[config.mk]
export PLATFORM = sky130hd
export DESIGN_NAME = axis_dest_router
export DESIGN_NICKNAME = d
export VERILOG_FILES = /design/src/rtl/axis_dest_router.sv
export SDC_FILE = /design/constraint.sdc
export NUM_CORES = 1
export LEC_CHECK = 0
export ABC_CLOCK_PERIOD_IN_PS = 2200
export CAP_MARGIN = 20
export CORE_MARGIN = 4
export CORE_UTILIZATION = 30
export CTS_CLUSTER_DIAMETER = 200
export DETAILED_ROUTE_END_ITERATION = 12
export GPL_ROUTABILITY_DRIVEN = 0
export HOLD_SLACK_MARGIN = 0.03
export SLEW_MARGIN = 5
export SYNTH_ARGS = -nofsm -noshare
export SYNTH_HDL_FRONTEND = slang
export SYNTH_SLANG_ARGS = --single-unit
[constraint.sdc]
create_clock -name i_sclk -period 2.2 [get_ports i_sclk]
set_input_delay 0.44 -clock i_sclk [delete_from_list [all_inputs] [get_ports i_sclk]]
set_output_delay 0.44 -clock i_sclk [all_outputs]
set_load 0.005 [all_outputs]
[src/rtl/axis_dest_router.sv]
// 1-to-NUM_OUT AXI4-Stream router: decodes TDEST on the packet head, locks the route until
// TLAST, holds each beat in a one-entry output register, and discards/counts unmapped packets.
module axis_dest_router #(
  parameter int unsigned NUM_OUT   = 4,
  parameter logic [4:0]  BASE_DEST = 5'd1,
  parameter int unsigned DATA_W    = 8
) (
  input  logic                i_sclk,
  input  logic                i_srst,
  input  logic                i_s_tvalid,
  input  logic [DATA_W-1:0]   i_s_tdata,
  input  logic [4:0]          i_s_tdest,
  input  logic                i_s_tlast,
  output logic                o_s_tready,
  output logic [NUM_OUT-1:0]  o_m_tvalid,
  output logic [DATA_W-1:0]   o_m_tdata,
  output logic [4:0]          o_m_tdest,
  output logic                o_m_tlast,
  input  logic [NUM_OUT-1:0]  i_m_tready,
  output logic [7:0]          o_drop_cnt,
  output logic                o_busy
);

  typedef enum logic [1:0] {S_IDLE, S_FWD, S_DROP} state_t;

  state_t            r_state, w_state_nxt;
  logic              r_out_v;
  logic [2:0]        r_out_sel;
  logic [DATA_W-1:0] r_data;
  logic [4:0]        r_dest;
  logic              r_last;
  logic [7:0]        r_drop_cnt;

  logic [5:0] w_k;
  logic       w_mapped, w_deliver, w_ready, w_accept;
  logic       w_load, w_head, w_drop_inc;

  // Underflow of the 6-bit subtraction sets bit 5, so it always fails the range test.
  assign w_k      = {1'b0, i_s_tdest} - {1'b0, BASE_DEST};
  assign w_mapped = (w_k < 6'(NUM_OUT));

  always_comb begin
    o_m_tvalid = '0;
    if (r_out_v) o_m_tvalid = NUM_OUT'(1) << r_out_sel;
  end

  assign w_deliver  = |(o_m_tvalid & i_m_tready);
  assign w_ready    = (r_state == S_DROP) | ~r_out_v | w_deliver;
  assign o_s_tready = w_ready & ~i_srst;
  assign w_accept   = i_s_tvalid & o_s_tready;

  always_ff @(posedge i_sclk or posedge i_srst) begin
    if (i_srst) r_state <= S_IDLE;
    else        r_state <= w_state_nxt;
  end

  always_comb begin
    w_state_nxt = r_state;
    w_load      = 1'b0;
    w_head      = 1'b0;
    w_drop_inc  = 1'b0;
    case (r_state)
      S_IDLE: begin
        if (w_accept) begin
          if (w_mapped) begin
            w_load = 1'b1;
            w_head = 1'b1;
            if (!i_s_tlast) w_state_nxt = S_FWD;
          end else if (i_s_tlast) begin
            w_drop_inc = 1'b1;
          end else begin
            w_state_nxt = S_DROP;
          end
        end
      end
      S_FWD: begin
        if (w_accept) begin
          w_load = 1'b1;
          if (i_s_tlast) w_state_nxt = S_IDLE;
        end
      end
      S_DROP: begin
        if (w_accept && i_s_tlast) begin
          w_drop_inc  = 1'b1;
          w_state_nxt = S_IDLE;
        end
      end
      default: w_state_nxt = S_IDLE;
    endcase
  end

  // Route and head TDEST are only captured on the head beat; body beats reuse them.
  always_ff @(posedge i_sclk or posedge i_srst) begin
    if (i_srst) begin
      r_out_v    <= 1'b0;
      r_out_sel  <= '0;
      r_data     <= '0;
      r_dest     <= '0;
      r_last     <= 1'b0;
      r_drop_cnt <= '0;
    end else begin
      if (w_load) begin
        r_out_v <= 1'b1;
        r_data  <= i_s_tdata;
        r_last  <= i_s_tlast;
        if (w_head) begin
          r_out_sel <= w_k[2:0];
          r_dest    <= i_s_tdest;
        end
      end else if (w_deliver) begin
        r_out_v <= 1'b0;
      end
      if (w_drop_inc && (r_drop_cnt != '1)) r_drop_cnt <= r_drop_cnt + 8'd1;
    end
  end

  assign o_m_tdata  = r_data;
  assign o_m_tdest  = r_dest;
  assign o_m_tlast  = r_last;
  assign o_drop_cnt = r_drop_cnt;
  assign o_busy     = (r_state != S_IDLE) | r_out_v;

endmodule
== After elaboration in Yosys (flattened, before gate mapping) ==
Cells that the tools add are included.

* Register bits: 28
* Output and inout port bits: 28

* Add/subtract/negate cells: 2
* Order comparisons: 1
* Equality and inequality tests: 8
* Shift-type cells: 1
* Multiplexer cells: 21
* Bitwise logic cells: 8
* Reduce and logical (&&, ||, !) cells: 8

{| class="wikitable"
|+ Operator list
! operator !! count
|-
| 2-bit 2-to-1 mux || 7
|-
| 1-bit 2-to-1 mux || 10
|-
| 8-bit by 1-bit adder with 8-bit output (second input constant) || 1
|-
| 2-bit inequality test (second input constant) || 4
|-
| 8-bit inequality test (second input constant) || 1
|-
| 6-bit by 3-bit < comparator with 1-bit output (second input constant) || 1
|-
| 2-bit one-hot mux with 3 select lines || 1
|-
| 5-bit by 1-bit subtractor with 6-bit output (second input constant) || 1
|-
| 5-bit AND reduction || 1
|-
| 4-bit bitwise AND || 1
|-
| 4-bit 2-to-1 mux || 1
|-
| 1-bit one-hot mux with 2 select lines || 2
|-
| 2-bit nonzero test || 2
|-
| 4-bit OR reduction || 1
|-
| 1-bit by 3-bit << shifter with 4-bit output (first input constant) || 1
|-
| 1-bit OR || 3
|-
| 1-bit bitwise AND || 2
|-
| 2-bit by 1-bit equality test with 1-bit output (second input constant) || 1
|-
| 2-bit equality test (second input constant) || 1
|-
| 1-bit logical AND || 2
|-
| 2-bit zero test || 1
|-
| 2-bit by 1-bit inequality test with 1-bit output (second input constant) || 1
|-
| 1-bit inverter || 2
|-
| 2-bit AND reduction || 1
|}

== Depth between registers and ports, before layout ==
Gate-level depths: netlist of run 1.

* Depth in word-level cells: 11
* Mapped depth: 8

== Worst setup path before layout of run 1 ==
Ideal clock, no wire load.

* Path type: input to register
* Start point: input i_s_tdest[0]
* End point: register r_dest[0] (netlist: o_m_tdest[0])
* Setup time: 0.125 ns
* Arrival time: 2.033 ns
* Data required time: 2.075 ns
* Setup slack: 0.042 ns
* Stages: 6
* Path buffers: 0
* Cells stage by stage: inv_1 -> ha_1 -> or2_2 -> o41a_1 -> nor3_4 -> mux2_2

* Word-level cells in the longest chain between the ends: 6
* Elaborated cells on any way between the ends: 7
* Classes of those cells: add/sub: 1; order compare: 1; mux: 4; reduce/logical: 1

{| class="wikitable"
|+ Ends and longest elaborated chain
! item !! line !! RTL
|-
| start, declared || 12 || <nowiki>input logic [4:0] i_s_tdest,</nowiki>
|-
| 5-bit by 1-bit subtractor with 6-bit output || 39 || <nowiki>assign w_k = {1'b0, i_s_tdest} - {1'b0, BASE_DEST};</nowiki>
|-
| 6-bit by 3-bit < comparator with 1-bit output || 40 || <nowiki>assign w_mapped = (w_k < 6'(NUM_OUT));</nowiki>
|-
| 1-bit 2-to-1 mux || 65 || <nowiki>if (w_mapped) begin</nowiki>
|-
| 1-bit 2-to-1 mux || 64 || <nowiki>if (w_accept) begin</nowiki>
|-
| 1-bit one-hot mux with 2 select lines / 1-bit 2-to-1 mux (equally long branches) || 62 || <nowiki>case (r_state)</nowiki>
|-
| 2-bit AND reduction (no line) || -- ||
|-
| end signal, assigned || 108 || <nowiki>r_dest <= i_s_tdest;</nowiki>
|-
| end, declared || 30 || <nowiki>logic [4:0] r_dest;</nowiki>
|}

Several ways; a longest one is shown, not always the timed one.
A chain may end at the register's enable or synchronous reset.

== Worst setup path after layout of run 1 ==
* Start point: input i_s_tdest[3]
* End point: register r_drop_cnt[1] (netlist: o_drop_cnt[1])

* Word-level cells in the longest chain between the ends: 6

{| class="wikitable"
|+ Ends and longest elaborated chain
! item !! line !! RTL
|-
| 5-bit by 1-bit subtractor with 6-bit output || 39 ||
|-
| 6-bit by 3-bit < comparator with 1-bit output || 40 ||
|-
| 1-bit 2-to-1 mux || 65 ||
|-
| 1-bit 2-to-1 mux || 64 ||
|-
| 1-bit one-hot mux with 2 select lines || 62 ||
|-
| 1-bit logical AND || 113 || <nowiki>if (w_drop_inc && (r_drop_cnt != '1)) r_drop_cnt <= r_drop_cnt + 8'd1;</nowiki>
|-
| end signal, assigned || 113 ||
|-
| end, declared || 32 || <nowiki>logic [7:0] r_drop_cnt;</nowiki>
|}

Every way passes these cells.

==> impl_metrics.tcl, run 1 <==
set metrics [dict create \
    clock-sinks 28 \
    critPathSlowestCell "clkdlybuf4s50_1" \
    grt_setup_unrepaired "yes" \
    worst_hold_path.num_cells 1 \
    seqPwrFrac_pct 42.1 \
    crit_path_end_kind "flip-flop" \
    skew_ns 0.00602 \
    io_pins 49 \
    initial_core_util_pct 31.6 \
    power_density_nw_per_um2 817 \
    cp.depth 6 \
    h-tree-depth 1 \
    fillCellCount 385 \
    async_flop_share_pct 100 \
    worstRegToRegCells 7 \
    clkPwrFrac_pct 21.0 \
    die_w_um 76.7 \
    power_leakage_nw 1.11 \
    synth_nets 139 \
    synthCells 116 \
    required_ns 2.37 \
    synth_ff_type "dfrtp_1" \
    intPower_w 0.00140 \
    cts_tree "yes" \
    avgSynthCellArea_um2 12.2 \
    p_sw_share_pct 27.2 \
    grt_overflow_total 0 \
    slew_violations 0 \
    power.switching_w 0.000523 \
    nets 212 \
    antenna_found_initial 0 \
    vdd_drop_max_uv 482 \
    min_period_ns 2.17 \
    crit_path_max_incr_delay_ns 0.47 \
    setup_violations 0 \
    yosys.cell_types.count 37 \
    path_max_fanout 7 \
    vias 1171 \
    drt_first_pass_iters 3 \
    dieArea_um2 5880 \
    ys_warn_count 0 \
    cap_violations 0 \
    drt_iter0_markers 42 \
    drcViolationCount 0 \
    path_buf_inv 1 \
    path_common_cell "nor3_2" \
    die_y_um 76.7 \
    cts-buffers-inserted 3 \
    slew-limit-headroom_pct 75.5 \
    worstMarginPinSlew_ns 0.366 \
    dp_hpwl_um 2590 \
    holdCritPathClass "flip-flop to flip-flop" \
    wl_per_cell_um 14.6 \
    crit_chain "clkdlybuf4s50_1 > nor3_2 > nor3_1 > a211o_1 > nor3_2 > mux2_2" \
    synthesis.area_um2 1420 \
    grt_start_max_net_pins 29 \
    ys_ff_latch 28 \
    cp-start-kind "primary input" \
    grt_pass1_wl_um 5960 \
    num_rows 24 \
    cts_root_buf "clkbuf_8" \
    hold_ws_ns 0.492 \
    path_class "primary input to flip-flop" \
    regArea_um2 702 \
    drive_gt1_share_pct 33.5 \
    max_freq_ghz 0.460 \
    clkTransAtPathRegs_ns 0.09 \
    postRouteAntennaNets 0 \
    port_buffers 48 \
    ys_seq_area_share_pct 49.5 \
    area_growth_pct 66.0 \
    fin_crit_sh_pct 98.8 \
    multiInputGateArea_um2 782 \
    drt-total-wl_um 3510 \
    clockBufferDepth 2 \
    drt-vias-per-instance 4.88 \
    coreArea_um2 4470 \
    postCtsHoldBufs 0 \
    p_comb_share_pct 36.9 \
    hold_viol 0 \
    grt_pass1_vias 1238 \
    clock_latency_ns 0.27 \
    worst_path_dominant_cell_family "simple AND/OR/NAND/NOR gates" \
    antennaDiodeCount 0 \
    track_usage_pct 12.3 \
    status "complete, no violations" \
    synth_edf_count 0 \
    finalPower_w 0.00192 \
    cp.arrival_ns 2.34 \
]
==> worst paths after layout <==
kind | slack [ns] | start | endpoint
worst min-delay path | 0.49 | o_drop_cnt[5]$_DFFE_PP0P_ | o_drop_cnt[5]$_DFFE_PP0P_
worst max-delay path | 0.03 | i_s_tdest[3] | o_drop_cnt[1]$_DFFE_PP0P_
max in group asynchronous | 1.34 | i_srst | r_out_sel[0]$_DFFE_PP0P_
min in group asynchronous | 0.58 | i_srst | o_m_tlast$_DFFE_PP0P_
worst max register to register | 0.14 | r_out_sel[2]$_DFFE_PP0P_ | o_m_tdata[0]$_DFFE_PP0P_
worst min register to register | 0.49 | o_drop_cnt[5]$_DFFE_PP0P_ | o_drop_cnt[5]$_DFFE_PP0P_
==> area by class of cell <==
cell class,instances,share of cell area (%)
clock buffers,3,1.76
clock inverters,1,1.28
inverters,8,1.28
multi-input cells,78,33.3
flip-flops and latches,28,29.9
well taps,52,2.77
repair buffers,70,29.8
==> Yosys cell counts, types with 2 or more instances <==
library cell	n	share of area, %
a31oi_1	2	0.88
and2_1	2	0.88
dfrtp_1	28	50
ha_1	2	1.8
inv_1	8	2.1
mux2_2	5	4.0
mux2_4	9	9.5
mux2i_1	4	2.8
nand2b_1	2	0.88
nand3_1	3	1.1
nor2_1	3	0.80
nor2b_1	4	1.8
nor3_1	8	2.8
nor4_1	6	2.7
or2_2	2	0.88
xor2_1	7	4.3
==> placed cells by master, fill, tap and decap left out, types with 2 or more instances in the layout <==
cell type | netlist | layout
a31oi_1 | 2 | 2
buf_12 | 0 | 2
buf_4 | 0 | 18
buf_6 | 1 | 2
clkbuf_8 | 0 | 3
clkdlybuf4s50_1 | 0 | 41
dfrtp_1 | 28 | 27
dlygate4sd2_1 | 0 | 3
dlymetal6s2s_1 | 0 | 3
inv_1 | 8 | 8
mux2_2 | 5 | 3
mux2_4 | 9 | 11
mux2i_1 | 4 | 2
mux2i_2 | 0 | 2
nand2b_1 | 2 | 2
nand3_1 | 3 | 3
nor2_1 | 3 | 2
nor2b_1 | 4 | 4
nor3_1 | 8 | 7
nor3_2 | 1 | 2
nor4_1 | 6 | 2
nor4_2 | 0 | 3
or2_4 | 0 | 3
xor2_1 | 7 | 7
==> metal layers <==
metal  part of all wire (%)  wire, µm  up-vias  track usage [%]
li1                       -         -      566                -
met1                     45      1570      564             15.8
met2                     48      1690       37             20.6
met3                    6.3       222        4             3.28
met4                   0.85        30        0             2.72
met5                      0         0        -                0
==> timing repair <==
| action | 4_1_cts | 5_1_grt |
|---|---|---|
| endpoints found under the setup margin | 18 | 22 |
| pin swaps | 5 | 6 |
| buffers inserted | 4 | 2 |
| gates resized for setup | 20 | 15 |
| cloned | 1 | 0 |
==> per-stage QoR <==
step | util (%) | worst slack, ns | setup TNS, ns | std cells | instance area, µm²
finish | 52.5 | 0.0268 | 0 | 240 | 2350
global route | 52.5 | -0.0345 | -0.0702 | 240 | 2350
CTS | 50.8 | 0.00252 | 0 | 239 | 2270
detailed placement | 46.4 | -0.594 | -10.89 | 230 | 2080
global placement | 46.4 | -0.525 | -9.76 | 230 | 2080
floorplan | - | 0.0421 | 0 | 116 | 1420
==> flip-flops by register name, summed over array words and instances, names as in the netlist <==
| signal | count |
|---|---|
| o_drop_cnt | 8 |
| o_m_tdata | 8 |
| o_m_tdest | 5 |
| o_m_tlast | 1 |
| r_out_sel | 3 |
| r_out_v | 1 |
| r_state | 2 |
==> power groups by stage <==
stage | clock network [W] | registers [W] | logic [W]
6_report | 0.000404 | 0.000808 | 0.000708
5_1_grt | 0.000447 | 0.000837 | 0.000768
4_1_cts | 0.000420 | 0.000809 | 0.000708
3_5_place_dp | 0 | 0.000810 | 0.000674
3_3_place_gp | 0 | 0.000812 | 0.000660
2_1_floorplan | 0 | 0.000803 | 0.000258
==> cells by family (layout without fill, tap and decap cells) <==
logic type | count (synthesis) | after routing | share of synthesized area [%]
compound gates | 9 | 9 | 5.75
flops | 28 | 28 | 49.5
fa+ha+maj | 2 | 2 | 1.77
buf+inv | 10 | 82 | 3.18
mux | 18 | 18 | 16.4
simple gates | 42 | 42 | 19.1
xor+xnor | 7 | 7 | 4.33
(Power assumes the default switching activity.)
==> run 2, diff against run 1 <==
--- a/config.mk
+++ b/config.mk
@@ -5,7 +5,7 @@
 export SDC_FILE = /design/constraint.sdc
 export NUM_CORES = 1
 export LEC_CHECK = 0
-export ABC_CLOCK_PERIOD_IN_PS = 2200
+export ABC_CLOCK_PERIOD_IN_PS = 2400
 export CAP_MARGIN = 20
 export CORE_MARGIN = 4
 export CORE_UTILIZATION = 30
@@ -17,3 +17,4 @@
 export SYNTH_ARGS = -nofsm -noshare
 export SYNTH_HDL_FRONTEND = slang
 export SYNTH_SLANG_ARGS = --single-unit
+export TNS_END_PERCENT = 5
==> constraint.sdc (replaced) <==
create_clock -name i_sclk -period 2.4 [get_ports i_sclk]
set_input_delay 0.48 -clock i_sclk [delete_from_list [all_inputs] [get_ports i_sclk]]
set_output_delay 0.48 -clock i_sclk [all_outputs]
set_load 0.01 [all_outputs]
==> impl_metrics.tcl, run 2 (same netlist as run 1, synthesis figures left out) <==
set metrics [dict create \
    status "complete, no violations" \
    skew_ns 0.00184 \
    cp-start-kind "primary input" \
    drcViolationCount 0 \
    hold_viol 0 \
    crit_path_max_incr_delay_ns 0.49 \
    clock_latency_ns 0.27 \
    min_from "o_drop_cnt[5]$_DFFE_PP0P_" \
    path_max_fanout 6 \
    grt_setup_unrepaired "no" \
    path_class "primary input to flip-flop" \
    slew_violations 0 \
    path_buf_inv 2 \
    drt_first_pass_iters 4 \
    postRouteAntennaNets 0 \
    vias 1112 \
    initial_core_util_pct 31.6 \
    holdPathEnd "o_drop_cnt[5]$_DFFE_PP0P_" \
    cap_violations 0 \
    dr_wl_met2_um 1500 \
    worstRegToRegCells 8 \
    drt-total-wl_um 3290 \
    rrSetupSlack_ns 0.23 \
    num_rows 24 \
    vdd_drop_max_uv 522 \
    grt_pass1_vias 1219 \
    io_pins 49 \
    routed.top_layer "met4" \
    cts_root_buf "clkbuf_8" \
    worstMarginPinSlew_ns 0.355 \
    h-tree-depth 1 \
    required_ns 2.56 \
    dp_hpwl_um 2550 \
    antennaDiodeCount 0 \
    final_cell_mix "47 x clkdlybuf4s50_1, 28 x dfrtp_1, 14 x buf_4" \
    reg2reg_from "r_out_v$_DFFE_PP0P_" \
    max_freq_ghz 0.430 \
    worst_hold_path.num_cells 1 \
    cp.arrival_ns 2.48 \
    antenna_found_initial 0 \
    nets 205 \
    track_usage_pct 11.5 \
    worst_path_dominant_cell_family "buffers and inverters" \
    wl_met3_um 224 \
    grt_pass1_wl_um 5700 \
    grt_start_max_net_pins 29 \
    fin_tns_setup_ns 0 \
    port_buffers 48 \
    grt_overflow_total 0 \
    drt_iter0_markers 21 \
    place_area_um2 2060 \
    fin_area_um2 2140 \
    clockBufferDepth 2 \
    final_common_cell "clkdlybuf4s50_1" \
    power_density_nw_per_um2 767 \
    crit_chain "clkdlybuf4s50_1 > inv_1 > ha_2 > or2_4 > o41a_1 > nor3_4 > mux2_2" \
    slew-limit-headroom_pct 76.1 \
    die_w_um 76.7 \
    fin_crit_sh_pct 96.8 \
    cts_tree "yes" \
    critPathSlowestCell "clkdlybuf4s50_1" \
    crit_path_end_kind "flip-flop" \
    coreArea_um2 4470 \
    die_y_um 76.7 \
    r2r-end "o_m_tdata[4]$_DFFE_PP0P_" \
    wl_met1_um 1540 \
    drive_gt1_share_pct 24.4 \
    postCtsHoldBufs 0 \
    clkTransAtPathRegs_ns 0.09 \
    power_leakage_nw 0.977 \
    min_period_ns 2.32 \
    area_growth_pct 51.5 \
    setup_violations 0 \
    clock-sinks 28 \
    dieArea_um2 5880 \
    cts-buffers-inserted 3 \
    holdCritPathClass "flip-flop to flip-flop" \
    drt-vias-per-instance 4.79 \
    wl_per_cell_um 14.2 \
]
-- run 2: area by class of cell --
type / count / area (µm²)
Clock buffer: 3 / 41.3
Fill cell: 403 / 2330
Inverter: 8 / 30.0
Multi-Input combinational cell: 78 / 701
Sequential cell: 28 / 701
Tap cell: 52 / 65.1
Timing Repair Buffer: 63 / 606
-- run 2: routing by layer --
layer  up-vias  track usage, %
li1        545               -
met1       528            15.2
met2        37            18.8
met3         2            3.40
met4         0            2.17
met5         -               0
-- run 2: worst max-delay path by stage --
stage | cells after the start | from | to | slack (ns)
finish | 7 | i_s_tdest[1] | o_m_tdest[1]$_DFFE_PP0P_ | 0.08
global route | 7 | i_s_tdest[0] | o_m_tdest[1]$_DFFE_PP0P_ | 0.003
CTS | 6 | i_m_tready[1] | o_s_tready | -0.03
detailed placement | 9 | i_s_tdest[0] | o_m_tdata[1]$_DFFE_PP0P_ | -0.43
global placement | 9 | i_s_tdest[0] | o_m_tdata[6]$_DFFE_PP0P_ | -0.37
floorplan | 6 | i_s_tdest[0] | o_m_tdest[0]$_DFFE_PP0P_ | 0.20
-- run 2: stage by stage --
stage	util (%)	setup slack (ns)	hold slack [ns]	cells	power, W
global placement	46.1	-0.365	0.478	228	0.00139
global route	47.9	0.00262	0.521	232	0.00175
CTS	47.6	-0.0308	0.502	231	0.00167
detailed placement	46.1	-0.425	0.483	228	0.00140
floorplan	-	0.202	0.479	116	0.00102
finish	47.9	0.0767	0.496	232	0.00164
-- run 2: what timing repair did --
| action | CTS | global route |
|---|---|---|
| endpoints found under the setup margin | 15 | 16 |
| pin swaps | 1 | 1 |
| setup buffers | 0 | 1 |
| endpoints found under the hold margin | 0 | 0 |
| gates resized for setup | 5 | 3 |
-- run 2: worst register-to-register path: cells and delay by family, from the launching register on --
family                 cells  cell delay, ns
and+or+nand+nor            3            0.77
AOI/OAI and AO/OA          1            0.18
buffers and inverters      3            0.42
muxes                      1            0.29
DFF                        1            0.41
-- run 2: report_power, final --
group | internal [W] | switching, W | leakage [nW]
logic | 0.000421 | 0.000234 | 0.601
clock network | 0.000113 | 0.000137 | 0.0216
registers | 0.000612 | 0.000128 | 0.355
